## src/rtl/rr_muxn.sv

```systemverilog
// N-channel registered mux with per-channel valid/ready and round-robin or
// fixed-priority arbitration onto one output register.
module rr_muxn #(
    parameter int WIDTH = 16,
    parameter int SEL_W = 2,
    parameter int MODE  = 0
) (
    input  logic                        clk,
    input  logic                        rstn,
    input  logic [(2**SEL_W)*WIDTH-1:0] in_data,
    input  logic [(2**SEL_W)-1:0]       in_valid,
    output logic [(2**SEL_W)-1:0]       in_ready,
    output logic [WIDTH-1:0]            out_data,
    output logic [SEL_W-1:0]            out_sel,
    output logic                        out_valid,
    input  logic                        out_ready
);

    localparam int N_CH = 2**SEL_W;

    // Handshake: a word moves on any edge where valid and ready are both high.
    // in_ready never depends on the word content, only on in_valid, the grant and
    // whether the output register is free or being drained in the same cycle.

    logic [SEL_W-1:0] ptr;
    logic [SEL_W-1:0] base;
    logic [SEL_W-1:0] cand;
    logic [SEL_W-1:0] gnt_idx;
    logic             gnt_found;
    logic             load_en;
    logic             xfer;
    logic [N_CH-1:0]  one_hot;

    assign load_en = rstn & (~out_valid | out_ready);
    assign base    = (MODE == 0) ? ptr : '0;
    assign one_hot = {{(N_CH-1){1'b0}}, 1'b1};

    // Search ascending from base; the index wraps naturally at N_CH = 2**SEL_W.
    always_comb begin
        gnt_found = 1'b0;
        gnt_idx   = '0;
        cand      = '0;
        for (int k = 0; k < N_CH; k++) begin
            cand = base + SEL_W'(k);
            if (!gnt_found && in_valid[cand]) begin
                gnt_found = 1'b1;
                gnt_idx   = cand;
            end
        end
    end

    assign xfer     = load_en & gnt_found;
    assign in_ready = xfer ? (one_hot << gnt_idx) : '0;

    always_ff @(posedge clk) begin
        if (!rstn) begin
            out_valid <= 1'b0;
            out_data  <= '0;
            out_sel   <= '0;
            ptr       <= '0;
        end else if (xfer) begin
            out_valid <= 1'b1;
            out_data  <= in_data[gnt_idx*WIDTH +: WIDTH];
            out_sel   <= gnt_idx;
            if (MODE == 0) begin
                ptr <= gnt_idx + SEL_W'(1);
            end
        end else if (out_ready) begin
            out_valid <= 1'b0;
        end
    end

endmodule

```

## config.mk

```make
export PLATFORM = sky130hd
export DESIGN_NAME = rr_muxn
export DESIGN_NICKNAME = d
export VERILOG_FILES = /design/src/rtl/rr_muxn.sv
export SDC_FILE = /design/constraint.sdc
export NUM_CORES = 1
export LEC_CHECK = 0
export BUFFER_PORTS_ARGS = -buffer_cell sky130_fd_sc_hd__buf_2
export CORE_MARGIN = 8
export CORE_UTILIZATION = 42
export CTS_CLUSTER_SIZE = 12
export DETAILED_ROUTE_END_ITERATION = 12
export GPL_TIMING_DRIVEN = 1
export PLACE_DENSITY = 0.9
export SLEW_MARGIN = 25
export SYNTH_ARGS = -nofsm -noshare
export SYNTH_HDL_FRONTEND = slang
export SYNTH_SLANG_ARGS = --single-unit
```

## constraint.sdc

```tcl
create_clock -name clk -period 2.1 [get_ports clk]
set_input_delay 0.21 -clock clk [delete_from_list [all_inputs] [get_ports clk]]
set_output_delay 0.21 -clock clk [all_outputs]
set_load 0.05 [all_outputs]
```

; Yosys cells after proc, flatten, opt, wreduce, memory -nomap -nowiden
; Cells that the tools add are included.
; W data, S select, Z words.
[classes]
add_sub_neg = 4
order_cmp = 4
shifts = 2
muxes = 19
bitwise_logic = 4
reduce_logical = 7
[ops]
columns = operator, n
row1 = $shiftx A64 B7 Y16, 1
row2 = $lt A2 B3 Y1 const B, 4
row3 = $mux W1, 10
row4 = $bmux W1 S2, 4
row5 = $mux W2, 4
row6 = $add A2 B1 Y2 const B, 2
row7 = $add A2 B2 Y2 const B, 2
row8 = $mux W4, 1
row9 = $shl A1 B2 Y4 const A, 1
row10 = $logic_and A1 B1 Y1, 3
row11 = $logic_not A1 Y1, 3
row12 = $and A1 B1 Y1, 2
row13 = $reduce_bool A2 Y1, 1
row14 = $not A1 Y1, 1
row15 = $or A1 B1 Y1, 1
[word_totals]
regBits = 21
out_inout_bits = 23

; Depth between registers and ports, before layout
; Gate-level depths: netlist (run 1).
[depth]
word_depth = 14
depth_mapped = 8
ltp_nobuf = 5

; Worst setup path before layout (run 1)
; Ideal clock, no wire load.
[synth_path]
path_kind = flip-flop to output port
start = register out_valid
end = output in_ready[2]
t_arrival_ns = 1.989
required_ns = 1.890
path_slack_ns = -0.099
stages_incl_launch_ff = 7
path_buffers = 2
cell_sequence = dfxtp_1 nand2b_1 and3b_1 buf_2 clkbuf_1 nand2_1 nor2_1
[synth_between]
elab_chain_cells = 5
[synth_rtl]
columns = item, line_no
row1 = "start, declared", 15  ; output logic out_valid,
row2 = "start signal, assigned", 57  ; out_valid <= 1'b0;
row3 = "start signal, assigned", 62  ; out_valid <= 1'b1;
row4 = "start signal, assigned", 69  ; out_valid <= 1'b0;
row5 = $not A1 Y1, 34  ; assign load_en = rstn & (~out_valid | out_ready);
row6 = $or A1 B1 Y1, 34
row7 = $and A1 B1 Y1, 34
row8 = $and A1 B1 Y1, 52  ; assign xfer = load_en & gnt_found;
row9 = $mux W4, 53  ; assign in_ready = xfer ? (one_hot << gnt_idx) : '0;
row10 = "end, declared", 12  ; output logic [(2**SEL_W)-1:0] in_ready,
; Every way passes these cells.

; Worst setup path in the final report (run 1)
[layout_path]
start = register ptr[0] (netlist: base[0])
end = output in_ready[1]
[layout_between]
elab_chain_cells = 14
elab_cells_between_ends = 28
[layout_rtl]
columns = item, line_no
row1 = "start, declared", 25  ; logic [SEL_W-1:0] ptr;
row2 = "start signal, assigned", 66  ; ptr <= gnt_idx + SEL_W'(1);
row3 = "parallel branches: the longest is 13 deep, another holds $add A2 B1 Y2", -
row4 = $mux W4 (*), 53
; Mark *: on every way between the ends. The select of a mux whose other input is x is not followed.

==> reports/metrics.yaml, run 1 <==
run_status:
  status: "finished clean"
worst_hold_path:
  hold_path_class: "in2reg"
power_and_ir_drop:
  total_leakage_power_nw: 0.973
  p_per_area_mw_per_mm2: 683
  peakVddDrop_mv: 0.478
sta:
  clock.fmax_mhz: 504
  relSlewSlack: 0.584
  timing.final.crit_period_ns: 1.98
  skew_ns: 0.00264
  maxSlewViolCount: 0
  rsz0062_at_grt: "false"
  timing.final.crit_share: 0.944
  setup_viol: 0
  worst-slew-pin-transition_ns: 0.624
  holdWs_ns: 0.203
  timing_hold_violations_final: 0
critical_path:
  cp.required_ns: 1.89
  slowest_delay_ns: 0.43
  crit_buf_inv: 1
  crit_type: "reg2out"
  cp_cell_sequence: "nor2b_1, a311oi_4, o21ai_4, nor2_1, clkbuf_4"
  arrival_ns: 1.77
  path_max_fanout: 18
  crit_path_top_delay_cell: "dfxtp_1"
  crit_path_start_kind: "register"
  path_delay_family: "compound AO/OA/AOI/OAI gates"
  endpoint_kind: "output pin"
detailed_routing:
  drt_wl_total_um: 4980
  via_per_inst: 5.48
  final_antenna_net_count: 0
  drc: 0
  vias: 1616
  wl_per_cell_um: 16.9
  dr.pass1.iters: 4
  drt-initial-drc-count: 64
clock_tree:
  clkLatencyLatePin_ns: 0.30
  cts_root_buf: "clkbuf_4"
  cts_max_level: 1
  path_clk_slew_ns: 0.12
  cts.sink_count: 21
  cts_buffer_depth: 2
  cts-buffers-inserted: 3
  cts_tree: "yes"
die:
  num_rows: 21
  die_x_um: 74.6
  die-area_sq_mm: 0.00557
  die_y_um: 74.6
  pin_count: 94
  core_region_area_sq_mm: 0.00331
  start_util: 0.436
yosys:
  syn_inst: 153
  ys.warnings.count: 0
  synth_top_area_share: 0.291
  syn_nets: 224
  ys_types: 35
  post_synth.cell_area_avg_sq_um: 9.44
  synth-seq-cells: 21
  seq_area_frac_synth: 0.291
  netlist_area_sq_mm: 0.00144
  synth_edf_count: 0
  yosysTopAreaCell: "dfxtp_1"
  asyncSetResetFlopFracSynth: 0
  ys.flop_type: "dfxtp_1"
  synth.area.top_cells: "dfxtp_1 29%, a211oi_2 8.7%, mux2i_1 7.6%"
place:
  gp_congestion: 0.823
  hpwl_um: 3860
  io_buffers: 93
cells_and_area:
  drive_above_1_share: 0.538
  finalCoreUtilization: 0.619
  nets: 321
  syn_to_final_growth_pct: 42.0
  antennaDiodeCount: 0
global_routing:
  grt_usage: 0.171
  overflow: 0
  grt_pass1_vias: 1654
  grt_max_degree: 19
  grt_pass1_wl_um: 7530
  antenna_found_initial: 0
flow_run:
  maxCapViolations: 0
## power by group
part / switching [W] / internal [W]
clock: 0.000127 / 0.0000711
sequential: 0.0000353 / 0.000460
combinational: 0.000455 / 0.000253
total: 0.000617 / 0.000784
## area by class of cell
class	instances	area, sq um
clock buffer	3	22.5
clock inverter	1	5.00
fill	307	1260
inverter	1	3.75
multi-input combinational	116	958
sequential	21	422
tap	46	57.6
timing repair buffer	107	582
## stage by stage
stage / cell area, sq um / instances / setup TNS [ns] / setup slack [ns] / total power [W]
floorplan: 1440 / 153 / -0.199 / -0.0995 / 0.000994
global placement: 1930 / 286 / 0 / 0.233 / 0.00116
detailed placement: 1930 / 286 / 0 / 0.172 / 0.00117
CTS: 1980 / 290 / 0 / 0.00717 / 0.00137
global route: 2050 / 295 / 0 / 0.0125 / 0.00147
finish: 2050 / 295 / 0 / 0.117 / 0.00140
## state kept, by name, indices dropped and copies added (netlist names)
signal and count:
base 2, out_sel 2, out_valid 1, out_data 16
## worst paths after layout
path,depth (start not counted),from,end,slack (ns)
max,5,base[0],in_ready[1],0.12
min,3,out_ready,out_valid,0.20
max reg2reg,7,base[1],out_data[6],0.18
min reg2reg,2,out_sel[1],out_sel[1],0.45
## cell families after synthesis
family	share of synthesized area
AND/OR/NAND/NOR	0.176
XOR/XNOR	0.00607
flip-flops	0.291
AO/OA/AOI/OAI	0.326
multiplexers	0.126
buffers and inverters	0.0754
## cells in the final DEF, fill, tap and decap left out, types with 2 or more instances in the layout
master     n
buf_2     90
dfxtp_1   20
a21oi_1   18
buf_4     14
mux2i_1   10
and4_1    10
a211oi_1  10
a211oi_2  10
nand4_1    6
o31ai_1    6
a221o_1    6
mux2_1     5
clkbuf_4   5
nand2_1    4
nor2_1     4
nor2_2     3
nand2b_1   3
a21oi_2    2
nor2b_1    2
o21ai_0    2
## cell usage after synthesis (4+ instances only)
master and count:
dfxtp_1 21, clkbuf_1 6, o31ai_1 6, a211oi_1 10
mux2i_1 11, buf_6 4, nand4_1 6, a221o_1 6
mux2_1 5, nand2_1 4, a21oi_1 20, a211oi_2 10
nor2_1 6, and4_1 10
## repair_timing
| action | in CTS | in global routing |
|---|---|---|
| cloned | 0 | 0 |
| pin swaps | 0 | 2 |
| resized for setup | 4 | 10 |
| buffers inserted | 0 | 5 |
| hold buffers | 0 | 0 |
| setup endpoints to repair | 4 | 4 |
## tightest hold or removal path, stage by stage
cell      delay [ns]
buf_2           0.07
nand2b_1        0.10
a21boi_0        0.09
## per-layer routing
layer / global-route usage / part of all wire
met4: 0.0565 / 0.022
met3: 0.0533 / 0.087
met1: 0.180 / 0.37
met2: 0.312 / 0.52
met5: 0 / 0
Note: power is estimated with default switching activity, not from simulation.
==> run 2: changes to the inputs <==
Settings changed: CELL_PAD_IN_SITES_DETAIL_PLACEMENT from default to 1, CELL_PAD_IN_SITES_GLOBAL_PLACEMENT from default to 1, CORE_UTILIZATION 42 to 29, PLACE_DENSITY 0.9 to 0.89.
==> reports/metrics.yaml, run 2 (synthesized netlist as in run 1, its figures left out) <==
run_status:
  status: "finished clean"  # unchanged
critical_path:
  arrival_ns: 1.81  # was 1.77 ns
  crit_type: "reg2out"  # unchanged
  r2r-start: "base[0]"  # was base[1]
  crit_start: "base[1]"  # was base[0]
  crit_path_start_kind: "register"  # unchanged
  cpMostUsedCell: "buf_4"
  crit_path_top_delay_cell: "o21ai_4"  # was dfxtp_1
  path_max_fanout: 18  # unchanged
  cp.required_ns: 1.89  # about the same
  cp_cell_sequence: "nand2_1, a311oi_2, buf_4, o21ai_4, nor2_1, buf_4"  # was nor2b_1, a311oi_4, o21ai_4, nor2_1, clkbuf_4
  slowest_delay_ns: 0.45  # was 0.43 ns
  endpoint_kind: "output pin"  # unchanged
clock_tree:
  cts-buffers-inserted: 3  # unchanged
  post-cts-setup-buffers: 0  # unchanged
  cts_tree: "yes"  # unchanged
  cts_buffer_depth: 2  # unchanged
  cts.sink_count: 21  # unchanged
  hold_buffers: 0  # unchanged
  clkLatencyLatePin_ns: 0.27  # was 0.30 ns
  path_clk_slew_ns: 0.08  # was 0.12 ns
  cts_max_level: 1  # unchanged
  cts_root_buf: "clkbuf_8"  # was clkbuf_4
die:
  die-area_sq_mm: 0.00749  # was 0.00557 sq mm
  start_util: 0.304  # was 0.436
  num_rows: 25  # was 21
  die_x_um: 86.6  # was 74.6 um
  pin_count: 94  # unchanged
  core_region_area_sq_mm: 0.00475  # was 0.00331 sq mm
  die_y_um: 86.6  # was 74.6 um
cells_and_area:
  registers.top_by_ff_count: "out_data"  # unchanged
  final_common_cell: "buf_2"  # unchanged
  nets: 319  # was 321
  design_area_sq_mm: 0.00204  # was 0.00205 sq mm
  drive_above_1_share: 0.510  # was 0.538
  final_cell_mix: "91 x buf_2, 20 x a21oi_1, 20 x dfxtp_1, 13 x buf_4, 11 x mux2i_1"  # was 90 x buf_2, 20 x dfxtp_1, 18 x a21oi_1, 14 x buf_4
  fin_cells: 314  # was 295
  antennaDiodeCount: 0  # unchanged
  syn_to_final_growth_pct: 41.4  # was 42.0%
  largest_reg_flops: 16  # unchanged
sta:
  maxSlewViolCount: 0  # unchanged
  worst-slew-pin-transition_ns: 0.592  # was 0.624 ns
  relSlewSlack: 0.605  # was 0.584
  rsz0062_at_grt: "false"  # unchanged
  skew_ns: 0.00195  # was 0.00264 ns
  timing_hold_violations_final: 0  # unchanged
  clock.fmax_mhz: 495  # was 504 MHz
  timing.final.crit_period_ns: 2.02  # was 1.98 ns
  timing.final.crit_share: 0.962  # was 0.944
  setup_viol: 0  # unchanged
  fin_tns_setup_ns: 0  # unchanged
global_routing:
  antenna_found_initial: 0  # unchanged
  overflow: 0  # unchanged
  grt_pass1_wl_um: 8960  # was 7530 um
  grt_pass1_vias: 1806  # was 1,654
  grt_max_degree: 19  # unchanged
  grt_usage: 0.149  # was 0.171
detailed_routing:
  via_per_inst: 5.25  # was 5.48
  drc: 0  # unchanged
  final_antenna_net_count: 0  # unchanged
  wl_per_cell_um: 18.4  # was 16.9 um
  drt_wl_total_um: 5790  # was 4980 um
  drt-initial-drc-count: 100  # was 64
  vias: 1647  # was 1,616
  dr.pass1.iters: 5  # was 4
power_and_ir_drop:
  total_leakage_power_nw: 0.968  # was 0.973 nW
  peakVddDrop_mv: 0.406  # was 0.478 mV
  p_per_area_mw_per_mm2: 717  # was 683 mW/mm^2
place:
  placedCellCount: 310  # was 286
  io_buffers: 93  # unchanged
  gp_congestion: 0.755  # was 0.823
  hpwl_um: 4630  # was 3860 um
  postPlaceCellArea_sq_mm: 0.00198  # was 0.00193 sq mm
worst_hold_path:
  hold_path_class: "in2reg"  # unchanged
  min_from: "out_ready"  # unchanged
flow_run:
  maxCapViolations: 0  # unchanged
[run 2: cell types whose count changed in the layout (fill, tap and decap cells not counted), moves of 2 or more]
cell and change:
a21oi_1 +2, clkbuf_4 -5, nor2_1 +2, a21oi_2 -2
nor2_2 -2, clkbuf_8 +3
[run 2: cell type report]
cell class	instances	area, sq um
Tap cell	67	83.8
Clock inverter	1	5.00
Fill cell	603	2710
Multi-Input combinational cell	116	922
Timing Repair Buffer	105	564
Inverter	1	3.75
Clock buffer	3	41.3
Sequential cell	21	422
[run 2: final timing paths]
path                  end  slack (ns)  cells past startpoint
max reg2reg  out_data[15]        0.28                      6
max           in_ready[1]        0.08                      6
min             out_valid        0.24                      3
min reg2reg    out_sel[1]        0.45                      2
[run 2: worst max-delay path, delay by kind of cell (launching register included)]
family                 cells  cell delay (ns)
AO/OA/AOI/OAI              2             0.58
buffers and inverters      2             0.38
flip-flops                 1             0.35
AND/OR/NAND/NOR            2             0.23
[run 2: per-layer routing]
metal,part of all wire,vias up,GRT usage
met5,0,-,0
met4,0.0040,0,0.0188
met3,0.066,4,0.0473
met2,0.54,57,0.295
met1,0.39,798,0.150
li1,-,788,-
[run 2: power by group]
| group | total [W] | leakage [nW] | switching [W] | internal [W] |
|---|---|---|---|---|
| Combinational | 0.000692 | 0.767 | 0.000456 | 0.000236 |
| Clock | 0.000279 | 0.0255 | 0.000146 | 0.000133 |
| Sequential | 0.000494 | 0.176 | 0.0000341 | 0.000460 |
| Total | 0.00146 | 0.968 | 0.000637 | 0.000828 |
[run 2: repair_timing]
item	in CTS	in global routing
pin swaps	0	2
resized for setup	3	2
endpoints found under the setup margin	2	3
[run 2: per-stage QoR]
step	worst slack, ns	power [W]	util	hold WS [ns]
2_1_floorplan	-0.0995	0.000994	-	0.397
3_3_place_gp	0.206	0.00117	0.416	0.435
3_5_place_dp	0.116	0.00119	0.416	0.445
4_1_cts	0.0542	0.00148	0.427	0.234
5_1_grt	0.0121	0.00154	0.429	0.264
6_report	0.0800	0.00146	0.429	0.235
